## src/rtl/md_pkg.sv

```systemverilog
`default_nettype none
// ============================================================================
//  Module   : md_pkg
//  Purpose  : Shared definitions for the multiply/divide sequencer: FSM state
//             encoding, the $rstatus register index and the exception codes
//             written there.
//  Revision : 1.0 - initial release
// ============================================================================
package md_pkg;

  typedef enum logic [1:0] {
    IDLE  = 2'd0,
    START = 2'd1,
    RUN   = 2'd2,
    DONE  = 2'd3
  } md_state_t;

  localparam logic [4:0]  RSTATUS_REG   = 5'd30;
  localparam logic [31:0] MULT_EXC_CODE = 32'd4;
  localparam logic [31:0] DIV_EXC_CODE  = 32'd5;

  // Exception code written to $rstatus for the given operation type.
  function automatic logic [31:0] exc_code(input logic is_div);
    return is_div ? DIV_EXC_CODE : MULT_EXC_CODE;
  endfunction

endpackage
`default_nettype wire

```

## src/rtl/md_watchdog.sv

```systemverilog
`default_nettype none
// ============================================================================
//  Module   : md_watchdog
//  Purpose  : Saturating cycle counter that flags when an operation has been
//             running for TIMEOUT cycles.
//  Ports    : clock     - master clock
//             reset     - asynchronous active-low reset
//             i_clear   - synchronous clear to zero (priority over enable)
//             i_enable  - count one cycle
//             o_expired - counter value equals TIMEOUT
//  Revision : 1.0 - initial release
// ============================================================================
module md_watchdog
  import md_pkg::*;
#(
  parameter int TIMEOUT = 64,
  parameter int CNT_W   = 7
) (
  input  logic clock,
  input  logic reset,
  input  logic i_clear,
  input  logic i_enable,
  output logic o_expired
);

  localparam logic [CNT_W-1:0] C_LIMIT = CNT_W'(TIMEOUT);

  logic [CNT_W-1:0] r_count;

  always_ff @(posedge clock or negedge reset) begin
    if (!reset) begin
      r_count <= '0;
    end else if (i_clear) begin
      r_count <= '0;
    end else if (i_enable && (r_count != C_LIMIT)) begin
      r_count <= r_count + 1'b1;
    end
  end

  assign o_expired = (r_count == C_LIMIT);

endmodule
`default_nettype wire

```

## src/rtl/multdiv_sequencer.sv

```systemverilog
`default_nettype none
// ============================================================================
//  Module   : multdiv_sequencer
//  Purpose  : Sequences the shared multi-cycle mult/div unit. Accepts one
//             issue from execute, latches operands/destination, pulses the
//             unit start strobe, stalls the pipeline while the unit runs and
//             emits a one-cycle writeback record. Unit exceptions and watchdog
//             timeouts are redirected to $rstatus (r30).
//  Ports    : clock, reset (async active-low)
//             issue_mult/issue_div/flush, operand_a/b, dest_reg  - execute side
//             md_resultRDY/md_result/md_exception                - unit result
//             ctrl_MULT/ctrl_DIV/md_a/md_b                       - unit control
//             stall/busy                                         - pipeline
//             wb_valid/wb_reg/wb_data                            - writeback
//  Revision : 1.0 - initial release
// ============================================================================
module multdiv_sequencer
  import md_pkg::*;
#(
  parameter int TIMEOUT = 64,
  parameter int CNT_W   = 7
) (
  input  logic        clock,
  input  logic        reset,
  input  logic        issue_mult,
  input  logic        issue_div,
  input  logic        flush,
  input  logic [31:0] operand_a,
  input  logic [31:0] operand_b,
  input  logic [4:0]  dest_reg,
  input  logic        md_resultRDY,
  input  logic [31:0] md_result,
  input  logic        md_exception,
  output logic        ctrl_MULT,
  output logic        ctrl_DIV,
  output logic [31:0] md_a,
  output logic [31:0] md_b,
  output logic        stall,
  output logic        busy,
  output logic        wb_valid,
  output logic [4:0]  wb_reg,
  output logic [31:0] wb_data
);

  md_state_t  r_state;
  logic       r_is_div;
  logic [4:0] r_dest;

  logic w_issue;
  logic w_expired;
  logic w_in_start;
  logic w_in_run;
  logic w_in_done;

  assign w_issue    = (issue_mult | issue_div) & ~flush;
  assign w_in_start = (r_state == START);
  assign w_in_run   = (r_state == RUN);
  assign w_in_done  = (r_state == DONE);

  md_watchdog #(
    .TIMEOUT (TIMEOUT),
    .CNT_W   (CNT_W)
  ) u_watchdog (
    .clock     (clock),
    .reset     (reset),
    .i_clear   (w_in_start),
    .i_enable  (w_in_run),
    .o_expired (w_expired)
  );

  // wb_reg/wb_data are loaded on the edge into DONE so they are valid during
  // the DONE cycle and then simply hold until the next completion.
  always_ff @(posedge clock or negedge reset) begin
    if (!reset) begin
      r_state  <= IDLE;
      r_is_div <= 1'b0;
      r_dest   <= '0;
      md_a     <= '0;
      md_b     <= '0;
      wb_reg   <= '0;
      wb_data  <= '0;
    end else begin
      case (r_state)
        IDLE: begin
          if (w_issue) begin
            md_a     <= operand_a;
            md_b     <= operand_b;
            r_dest   <= dest_reg;
            r_is_div <= ~issue_mult;   // mult wins when both are raised
            r_state  <= START;
          end
        end
        START: begin
          r_state <= flush ? IDLE : RUN;
        end
        RUN: begin
          if (flush) begin
            r_state <= IDLE;
          end else if (md_resultRDY) begin
            // A result arriving on the timeout cycle still takes priority.
            wb_reg  <= md_exception ? RSTATUS_REG : r_dest;
            wb_data <= md_exception ? exc_code(r_is_div) : md_result;
            r_state <= DONE;
          end else if (w_expired) begin
            wb_reg  <= RSTATUS_REG;
            wb_data <= exc_code(r_is_div);
            r_state <= DONE;
          end
        end
        DONE: begin
          r_state <= IDLE;
        end
        default: begin
          r_state <= IDLE;
        end
      endcase
    end
  end

  // Flush squashes the start strobe and writeback in the same cycle.
  assign ctrl_MULT = w_in_start & ~r_is_div & ~flush;
  assign ctrl_DIV  = w_in_start &  r_is_div & ~flush;
  assign wb_valid  = w_in_done & ~flush;
  assign busy      = (r_state != IDLE);

  // The issue-cycle term depends on raw inputs; gating with reset keeps the
  // output quiet while reset is held.
  assign stall = (reset & (r_state == IDLE) & w_issue) |
                 ((w_in_start | w_in_run) & ~flush);

endmodule
`default_nettype wire

```

## config.mk

```make
export PLATFORM = sky130hd
export DESIGN_NAME = multdiv_sequencer
export DESIGN_NICKNAME = d
export VERILOG_FILES = /design/src/rtl/md_pkg.sv /design/src/rtl/md_watchdog.sv /design/src/rtl/multdiv_sequencer.sv
export SDC_FILE = /design/constraint.sdc
export NUM_CORES = 1
export LEC_CHECK = 0
export ABC_AREA = 1
export BUFFER_PORTS_ARGS = -buffer_cell sky130_fd_sc_hd__buf_2
export CAP_MARGIN = 5
export CORE_ASPECT_RATIO = 0.75
export CORE_MARGIN = 2
export CORE_UTILIZATION = 45
export CTS_BUF_LIST = sky130_fd_sc_hd__clkbuf_8
export DETAILED_ROUTE_END_ITERATION = 6
export GPL_TIMING_DRIVEN = 0
export HOLD_SLACK_MARGIN = 0.12
export PLACE_DENSITY = 0.79
export RECOVER_POWER = 50
export SLEW_MARGIN = 30
export SYNTH_ARGS = -nofsm -noshare
export SYNTH_HDL_FRONTEND = slang
export SYNTH_SLANG_ARGS = --single-unit
```

## constraint.sdc

```tcl
create_clock -name clock -period 1.55 [get_ports clock]
set_input_delay 0.0775 -clock clock [delete_from_list [all_inputs] [get_ports clock]]
set_output_delay 0.0775 -clock clock [all_outputs]
set_load 0.05 [all_outputs]
```

==> summary.md <==
| Metric | Value |
|---|---|
| Starting density of the core | 0.461 |
| Gr usage total | 0.273 |
| Clock Pin Slew Worst Setup and Hold Paths | 0.08 ns |
| Worst-Margin Slew | 1.04 ns |
| Initial DRC count | 302 |
| Worst EP arrival | 1.90 ns |
| Vias in the first global route | 5193 |
| # DRC | 0 |
| Mean area per synthesized cell | 9.04 sq um |
| Critical Path Start Type | flop |
| PD cells | 2060 nW/um^2 |
| CTS H-Tree Depth | 4 |
| Outcome | finished with violations |
| Max Cap Viol | 0 |
| TritonCTS clock tree | done |
| Routed Antenna Nets | 0 |
| Drt wl/cell | 16.3 um |
| Worst setup margin | -0.0371 ns |
| Combinational share of power | 0.511 |
| Diodes inserted | 0 |
| Core Region | 10900 sq um |
| Register Area | 2900 sq um |
| Switching Power | 8380 uW |
| Largest regs | md_a x32, md_b x32, wb_data x32 |
| CP bufs+invs | 3 |
| Max Clock Skew | 0.0125 ns |
| Fmax | 630 MHz |
| Setup crit start | r_state[1]$_DFFE_PN0P_ |
| Detailed Route WL | 17300 um |
| Clock share of power | 0.193 |
| Yosys warning count | 0 |
| Die Width | 126 um |
| Worst-Skew Late Latency | 0.42 ns |
| Setup Crit Path Kind | flop to flop |
| Pin count of the biggest net entering global routing | 76 |
| Fin. Hold Viols | 0 |
| Total gr overflow | 0 |
| Synth area leader | dfrtp_1 |
| Final core occ | 0.747 |
| Leak pwr | 0.00441 uW |
| Hold crit path type | input port to asynchronous set/reset pin |
| First-pass GRT wire length | 25500 um |
| Tmin final | 1.59 ns |
| DIE AREA | 12000 sq um |
| CP endpoint kind | flop |
| FILL cells | 716 |
| Row Count | 33 |
| CP top delay family | simple AND/OR/NAND/NOR gates |
| Nets@finish | 1028 |
| Area contributors post-synth | dfrtp_1 58%, nand2_1 13%, o21ai_0 7.3% |
| Cell Int Power | 8400 uW |
| Area Overhead vs Synth | 62.1% |
| Multi-input logic area | 1700 sq um |
| Via count | 5244 |
| RSZ-0062 raised after global routing | true |
| Port buffer count | 213 |
| Final Cycle Share | 1.02 |
| Antenna violations before repair | 0 |
| Synth Cell Area | 5030 sq um |
| Synth unique cells | 20 |
| VDD IR max | 1340 uV |
| R2r startpoint | r_state[1]$_DFFE_PN0P_ |
| Critical Path RT | 1.86 ns |
| Vias/cell | 4.92 |
| CP Cell Sequence | buf_4 -> ha_4 -> inv_1 -> nor2_4 -> nand2_8 -> buf_6 -> nand2_1 -> o21ai_2 |
| First-pass DRT Iterations | 5 |
| CTS Sinks | 116 |
| Failing checks | setup timing |
| Post-synthesis net count | 671 |
| Sw frac | 0.500 |
| CTS max path bufs | 2 |
| I/O Pins | 214 |
| Root buffer cell | clkbuf_8 |
| Final setup fails | 8 |
| Sequential power share | 0.295 |
| Number of CTS-inserted buffers | 17 |
| Hold slack | 0.0475 ns |
| Cells after Synth | 556 |
| Critical Path Max Stage Delay | 0.40 ns |
| Max Transition Viols Final | 0 |
| Synth top area share | 0.578 |
| DP Wirelength | 8800 um |
| Die Ht | 95.5 um |
| Placer's final routability congestion estimate | 0.790 |
| Critical path peak fanout | 10 |
| Slowest stage cell, crit path | dfrtp_1 |
| Yosys reg bits | 116 |
| Sequential-to-total area share from yosys stat | 0.578 |
| Ratio of cells with drive above 1 in the final layout | 0.342 |
| Slew HR | 0.303 |
cell usage after synthesis:
cell type    n
buf_2        6
buf_4        2
buf_6       13
clkbuf_1     4
dfrtp_1    116
ha_1         7
inv_1       85
nand2_1    175
nand2_2      1
nand2_4      1
nand3_1     11
nand3_2      2
nand4_1      1
nor2_1      17
nor3_1       1
o21ai_0     73
o21ai_1      9
o21ai_2     27
or2_2        2
xor2_1       3
cells by family after synthesis:
group,after synthesis,synth area share
and+or+nand+nor,211,0.167
DFF,116,0.578
buffers and inverters,110,0.105
AOI/OAI and AO/OA,109,0.129
adders and majority gates,7,0.0174
xor gates and xnor gates,3,0.00523
per-layer routing:
metal | track usage | part of all wire | vias up
li1 | - | - | 2436
met1 | 0.323 | 0.40 | 2487
met2 | 0.472 | 0.50 | 272
met3 | 0.0735 | 0.074 | 49
met4 | 0.126 | 0.026 | 0
met5 | 0 | 0 | -
stage by stage:
step	TNS (ns)	setup WS [ns]	instances	total power, uW	instance area [sq um]
floorplan	-0.00529	-0.00529	556	10600	5030
global placement	-122.23	-1.19	909	12500	6270
detailed placement	-6.68	-0.174	910	12600	6310
CTS	-0.0453	-0.0276	1057	16400	8030
global route	-1.92	-0.105	1066	17500	8150
finish	-0.130	-0.0371	1066	16800	8150
power groups by stage:
| stage | Combinational [uW] | Sequential (uW) | Clock, uW |
|---|---|---|---|
| CTS | 8230 | 4870 | 3270 |
| finish | 8580 | 4950 | 3240 |
| global placement | 7580 | 4880 | 0 |
| detailed placement | 7720 | 4890 | 0 |
| global route | 9060 | 5060 | 3430 |
| floorplan | 2080 | 8530 | 0 |
placed cells by master, fill, tap and decap left out, types with 3 or more instances in the layout:
| master | netlist | final |
|---|---|---|
| buf_16 | 0 | 3 |
| buf_2 | 6 | 200 |
| buf_4 | 2 | 12 |
| buf_6 | 13 | 17 |
| bufinv_16 | 0 | 5 |
| clkbuf_1 | 4 | 18 |
| clkbuf_8 | 0 | 18 |
| clkinv_4 | 0 | 3 |
| dfrtp_1 | 116 | 115 |
| dlygate4sd3_1 | 0 | 106 |
| ha_1 | 7 | 4 |
| ha_4 | 0 | 3 |
| inv_1 | 85 | 83 |
| nand2_1 | 175 | 174 |
| nand3_1 | 11 | 11 |
| nor2_1 | 17 | 15 |
| o21ai_0 | 73 | 53 |
| o21ai_1 | 9 | 26 |
| o21ai_2 | 27 | 30 |
| xor2_1 | 3 | 3 |
cell type report:
| type | count | share of cell area |
|---|---|---|
| flip-flops and latches | 116 | 0.356 |
| repair buffers | 337 | 0.289 |
| multi-input cells | 331 | 0.209 |
| inverters | 85 | 0.0398 |
| clock buffers | 18 | 0.0304 |
| plain buffers | 25 | 0.0286 |
| clock inverters | 14 | 0.0258 |
| well taps | 140 | 0.0215 |
worst paths after layout:
path                                            to  slack (ns)  depth (start not counted)
min                            md_b[8]$_DFFE_PN0P_        0.05                          5
min in group clock          r_state[0]$_DFFE_PN0P_        0.22                          6
max reg2reg                wb_data[11]$_DFFE_PN0P_       -0.04                          8
max in group asynchronous    wb_reg[1]$_DFFE_PN0P_        0.52                          5
max                        wb_data[11]$_DFFE_PN0P_       -0.04                          8
min reg2reg                  wb_reg[2]$_DFFE_PN0P_        0.48                          2
worst min-delay path: stages:
cell and delay, ns:
buf_8 0.08, buf_16 0.09, buf_16 0.08, clkbuf_1 0.21, buf_16 0.34
repair_timing:
action,CTS,global route
endpoints found under the hold margin,220,42
endpoints found under the setup margin,119,82
gates resized for setup,23,36
hold buffers,109,1
cloned,0,2
setup buffers,6,6
pin swaps,1,1
(Power assumes the default switching activity.)
